<file path="src/rtl/green_cpu_pkg.sv">
// Shared constants for the Green CPU control path: opcodes, ALUOp codes and FSM states.
package green_cpu_pkg;

   localparam int unsigned OPC_W   = 4;
   localparam int unsigned ALUOP_W = 2;

   localparam logic [OPC_W-1:0] OPC_RTYPE = 4'b0000;
   localparam logic [OPC_W-1:0] OPC_LH    = 4'b1000;
   localparam logic [OPC_W-1:0] OPC_SH    = 4'b1001;
   localparam logic [OPC_W-1:0] OPC_HALT  = 4'b1110;
   localparam logic [OPC_W-1:0] OPC_NOP   = 4'b1111;

   localparam logic [ALUOP_W-1:0] OP_MEMORY = 2'b00;
   localparam logic [ALUOP_W-1:0] OP_RTYPE  = 2'b10;

   typedef enum logic [2:0] {
      S_IDLE   = 3'd0,
      S_FETCH  = 3'd1,
      S_DECODE = 3'd2,
      S_EXEC   = 3'd3,
      S_MEM    = 3'd4,
      S_WB     = 3'd5,
      S_HALT   = 3'd6
   } state_t;

   function automatic logic opc_legal(input logic [OPC_W-1:0] opc);
      return opc inside {OPC_RTYPE, OPC_LH, OPC_SH, OPC_HALT, OPC_NOP};
   endfunction

endpackage

</file>
<file path="src/rtl/mem_wait_timer.sv">
// Memory-handshake wait timer; tc marks the (2**TIMEOUT_W-1)th consecutive wait cycle.
module mem_wait_timer #(
   parameter int unsigned TIMEOUT_W = 4
) (
   input  logic clk,
   input  logic rst_n,
   input  logic clear,
   input  logic count,
   output logic tc
);

   localparam logic [TIMEOUT_W-1:0] TC_VAL = TIMEOUT_W'((2 ** TIMEOUT_W) - 2);

   logic [TIMEOUT_W-1:0] cnt;

   // cnt holds the number of wait cycles already spent in the current state
   always_ff @(posedge clk or negedge rst_n) begin
      if (!rst_n) begin
         cnt <= '0;
      end else if (clear) begin
         cnt <= '0;
      end else if (count) begin
         cnt <= cnt + TIMEOUT_W'(1);
      end
   end

   assign tc = (cnt == TC_VAL);

endmodule

</file>
<file path="src/rtl/cpu_ctrl_fsm.sv">
// Multi-cycle FETCH/DECODE/EXEC/MEM/WB controller for the Green CPU with memory timeout and HALT.
module cpu_ctrl_fsm
   import green_cpu_pkg::*;
#(
   parameter int unsigned TIMEOUT_W = 4,
   parameter int unsigned RETIRE_W  = 16
) (
   input  logic                clk,
   input  logic                rst_n,
   input  logic                start,
   input  logic                wake,
   input  logic [OPC_W-1:0]    opcode,
   input  logic                imem_ready,
   input  logic                dmem_ready,
   output logic                imem_req,
   output logic                ir_load,
   output logic                pc_inc,
   output logic                rf_re,
   output logic                alu_en,
   output logic [ALUOP_W-1:0]  alu_op,
   output logic                dmem_req,
   output logic                dmem_we,
   output logic                rf_we,
   output logic                wb_sel,
   output logic                halted,
   output logic                illegal_op,
   output logic                bus_err,
   output logic [RETIRE_W-1:0] retired
);

   state_t           state, state_d;
   logic [OPC_W-1:0] op_q, op_d;
   logic             retire_d, ill_d, berr_d;
   logic             wait_cnt, wait_clr, wait_tc;

   assign ir_load = (state == S_FETCH) && imem_ready;
   assign pc_inc  = ir_load;

   mem_wait_timer #(.TIMEOUT_W(TIMEOUT_W)) u_wait_timer (
      .clk   (clk),
      .rst_n (rst_n),
      .clear (wait_clr),
      .count (wait_cnt),
      .tc    (wait_tc)
   );

   // Next state, opcode latch and event strobes
   always_comb begin
      state_d  = state;
      op_d     = op_q;
      retire_d = 1'b0;
      ill_d    = 1'b0;
      berr_d   = 1'b0;
      wait_cnt = 1'b0;
      case (state)
         S_IDLE: if (start) state_d = S_FETCH;
         S_FETCH: begin
            if (imem_ready) begin
               state_d = S_DECODE;
            end else begin
               wait_cnt = 1'b1;
               if (wait_tc) begin
                  berr_d  = 1'b1;
                  state_d = S_HALT;
               end
            end
         end
         S_DECODE: begin
            op_d = opcode;
            if (!opc_legal(opcode)) begin
               ill_d   = 1'b1;
               state_d = S_HALT;
            end else if (opcode == OPC_NOP) begin
               retire_d = 1'b1;
               state_d  = S_FETCH;
            end else if (opcode == OPC_HALT) begin
               retire_d = 1'b1;
               state_d  = S_HALT;
            end else begin
               state_d = S_EXEC;
            end
         end
         S_EXEC: state_d = (op_q == OPC_RTYPE) ? S_WB : S_MEM;
         S_MEM: begin
            if (dmem_ready) begin
               if (op_q == OPC_LH) begin
                  state_d = S_WB;
               end else begin
                  retire_d = 1'b1;
                  state_d  = S_FETCH;
               end
            end else begin
               wait_cnt = 1'b1;
               if (wait_tc) begin
                  berr_d  = 1'b1;
                  state_d = S_HALT;
               end
            end
         end
         S_WB: begin
            retire_d = 1'b1;
            state_d  = S_FETCH;
         end
         S_HALT: if (wake) state_d = S_FETCH;
         default: state_d = S_IDLE;
      endcase
      wait_clr = ~wait_cnt;
   end

   // Outputs are registered from the next state so they always decode the current state
   always_ff @(posedge clk or negedge rst_n) begin
      if (!rst_n) begin
         state      <= S_IDLE;
         op_q       <= '0;
         retired    <= '0;
         illegal_op <= 1'b0;
         bus_err    <= 1'b0;
         imem_req   <= 1'b0;
         rf_re      <= 1'b0;
         alu_en     <= 1'b0;
         alu_op     <= OP_MEMORY;
         dmem_req   <= 1'b0;
         dmem_we    <= 1'b0;
         rf_we      <= 1'b0;
         wb_sel     <= 1'b0;
         halted     <= 1'b0;
      end else begin
         state      <= state_d;
         op_q       <= op_d;
         if (retire_d) retired <= retired + RETIRE_W'(1);
         illegal_op <= illegal_op | ill_d;
         bus_err    <= bus_err | berr_d;
         imem_req   <= (state_d == S_FETCH);
         rf_re      <= (state_d == S_DECODE);
         alu_en     <= (state_d == S_EXEC);
         alu_op     <= ((state_d == S_EXEC) && (op_d == OPC_RTYPE)) ? OP_RTYPE : OP_MEMORY;
         dmem_req   <= (state_d == S_MEM);
         dmem_we    <= (state_d == S_MEM) && (op_d == OPC_SH);
         rf_we      <= (state_d == S_WB);
         wb_sel     <= (state_d == S_WB) && (op_d == OPC_LH);
         halted     <= (state_d == S_HALT);
      end
   end

endmodule
</file>
<file path="config.mk">
export PLATFORM = sky130hd
export DESIGN_NAME = cpu_ctrl_fsm
export DESIGN_NICKNAME = d
export VERILOG_FILES = /design/src/rtl/green_cpu_pkg.sv /design/src/rtl/mem_wait_timer.sv /design/src/rtl/cpu_ctrl_fsm.sv
export SDC_FILE = /design/constraint.sdc
export NUM_CORES = 1
export LEC_CHECK = 0
export BUFFER_PORTS_ARGS = -buffer_cell sky130_fd_sc_hd__clkbuf_2
export CORE_ASPECT_RATIO = 0.8
export CORE_UTILIZATION = 54
export DETAILED_ROUTE_END_ITERATION = 12
export PLACE_DENSITY = 0.76
export SYNTH_ARGS = -nofsm -noshare
export SYNTH_HDL_FRONTEND = slang
export SYNTH_SLANG_ARGS = --single-unit
</file>
<file path="constraint.sdc">
create_clock -name clk -period 2.3 [get_ports clk]
set_input_delay 0.46 -clock clk [delete_from_list [all_inputs] [get_ports clk]]
set_output_delay 0.46 -clock clk [all_outputs]
set_load 0.05 [all_outputs]
</file>
==> results_dict.tcl <==
set metrics [dict create \
    status "finished clean" \
    design.core.area_mm2 0.00342 \
    crit_buf_inv 1 \
    rsz0062_at_grt "no" \
    die_area_mm2 0.00384 \
    finalHoldViolCount 0 \
    routed_via_density 5.81 \
    cts_max_level 2 \
    fin_nets 222 \
    post_cts_buffers 0 \
    cp-start-kind "flip-flop" \
    drv_cap 0 \
    wl_per_cell_um 15.9 \
    drtAntennaViolNets 0 \
    tns_ns 0 \
    synth_top_flop_cell "dfrtp_1" \
    cts_tree "yes" \
    cts_buffer_depth 2 \
    pwr_density_cell_mw_per_mm2 1200 \
    synth_edf_count 0 \
    layout_setup_ws_ns 0.215 \
    arrival_ns 1.63 \
    portBuffers 38 \
    cp_slowest_cell "dfrtp_1" \
    use_met3_pct 5.07 \
    synthCells 169 \
    cts_root_buf "clkbuf_8" \
    track_usage_pct 22.9 \
    crit_fanout 13 \
    die_w_um 69 \
    cts_made_buffers 5 \
    antenna_found_initial 0 \
    ios 40 \
    synth-async-reset-ratio_pct 100 \
    yosysSeqAreaShare_pct 49.0 \
    setup_viol 0 \
    cts_num_sinks 38 \
    drc 0 \
    finalMaxSlewViolations 0 \
    grt.busiest_layer "met1" \
    ys_seq_elements 38 \
    std_cell_rows 19 \
    endpoint_kind "output pin" \
    met2_usage_pct 33.0 \
    dp_hpwl_mm 2.81 \
    final_util_pct 67.1 \
    cts.hold.buffers_added 0 \
    cp.required_ns 1.84 \
    wirelength_mm 4.01 \
    diodes 0 \
    path_class "flip-flop to output pin" \
    first_iter_violations 114 \
    use_met1_pct 33.5 \
    final.min_clock_period_ns 2.09 \
    hold_path.class "input port to asynchronous set/reset pin" \
    whs_ns 0.205 \
    vias 1463 \
    die_h_um 55.6 \
    crit_family "flip-flops" \
    path_cells "nand2b_1, nor3b_2, clkbuf_2" \
    synth_warnings 0 \
    power.leakage_nw 1.11 \
    clk_latency_ns 0.30 \
    grt_pass1_vias 1401 \
    avgSynthCellArea_um2 11.5 \
    dr.pass1.iters 4 \
    gp_congestion 0.846 \
    syn2layout_area_growth_pct 18.4 \
    start_util_pct 56.7 \
    period_share_pct 90.7 \
    drive_above_1_share_pct 32.9 \
    vdd_drop_max_mv 0.803 \
    post_cts_resized 0 \
    syn_nets 182 \
    syn-cell-area_mm2 0.00194 \
    clk_pin_slew_ns 0.08 \
    synth_cell_type_count 53 \
    cpPeakStageDelay_ns 0.59 \
    grt_max_degree 39 \
    grt_pass1_wl_mm 6.77 \
    grt_overflow 0 \
    max_clock_freq_mhz 480 \
    finClkSkew_ns 0.0103 \
    pre_cts_slack_ns 0.327 \
]
final timing paths:
path	slack, ns	from	cells after the start	end
worst max-delay path	0.21	state[0]	3	ir_load
worst min-delay path	0.21	rst_n	2	dmem_req
worst max register to register	0.31	state[2]	4	retired[12]
worst min register to register	0.46	illegal_op	1	illegal_op
max in group asynchronous	1.76	rst_n	2	state[2]
min in group clk	0.40	opcode[3]	2	alu_op[1]
area by class of cell:
cell class	count	area, um2
fill	277	1130
clock inverter	2	60.1
clock buffer	6	82.6
sequential	38	951
timing repair buffer	41	213
tap	42	52.6
multi-input combinational	118	918
inverter	5	18.8
cells in the mapped netlist, types with 2 or more instances:
library cell   n  area share (%)
ha_1           3             1.9
buf_6          2             1.2
nand4_1        2            0.65
a2111oi_2      3             2.3
a2111oi_1      2             1.0
mux2_2         4             2.3
buf_4          2            0.77
o21ai_0        2            0.52
a211oi_1       4             1.5
nor3b_1        5             1.9
nor3b_2        2             1.3
inv_1          5            0.97
nand2b_1       3            0.97
xor2_1        14             6.3
nor3_1         3            0.77
a21oi_1        6             1.5
a211oi_2       2             1.3
o21bai_1       2            0.77
buf_2          3            0.77
a221o_1        2             1.0
and3_1         3            0.97
nand3_1        8             2.1
nor4_2         2             1.3
nor2b_1        4             1.3
xnor2_1        3             1.4
nor4_1         2            0.65
nor2_1         9             1.7
dfrtp_1       38              49
nand2_1        5            0.97
cells in the final DEF (no fill, tap or decap), drive strengths merged, types with 4 or more instances in the layout:
| cell | netlist | final |
|---|---|---|
| a2111oi | 5 | 5 |
| a211oi | 6 | 6 |
| a21oi | 6 | 6 |
| clkbuf | 1 | 44 |
| dfrtp | 38 | 38 |
| inv | 5 | 5 |
| mux2 | 5 | 5 |
| nand2 | 6 | 6 |
| nand3 | 9 | 9 |
| nor2 | 9 | 9 |
| nor2b | 4 | 4 |
| nor3b | 7 | 7 |
| nor4 | 4 | 4 |
| xor2 | 14 | 14 |
sequential cells by signal, summed over array words and instances (netlist names), 3 cells and up:
register	flops
op_q	4
retired	16
state	3
u_wait_timer.cnt	4
metrics by stage:
stage	total power [mW]	area (um2)	instances
after floorplan	1.82	1940	169
after global placement	2.00	2150	244
after detailed placement	2.05	2150	244
after CTS	2.76	2300	252
after global routing	2.89	2300	252
final	2.75	2300	252
logic make-up after synthesis:
| group | share of synthesized area (%) |
|---|---|
| other | 0.193 |
| adder cells (fa/ha/maj) | 1.94 |
| XOR/XNOR | 7.68 |
| AO/OA/AOI/OAI | 14.2 |
| buffers and inverters | 3.87 |
| multiplexers | 3.10 |
| flip-flops | 49.0 |
| AND/OR/NAND/NOR | 20.0 |
power by group:
group / total [mW] / switching (mW) / internal [mW] / leakage [nW]
Clock: 0.703 / 0.240 / 0.463 / 0.0714
Combinational: 1.03 / 0.692 / 0.342 / 0.543
Sequential: 1.02 / 0.198 / 0.817 / 0.492
routing by layer:
layer,share of wire [%],vias up,wire length [um]
li1,-,699,-
met4,1.5,0,59
met3,4.4,8,175
met2,46,41,1850
met5,0,-,0
met1,48,715,1920
Note: power is estimated with default switching activity, not from simulation.
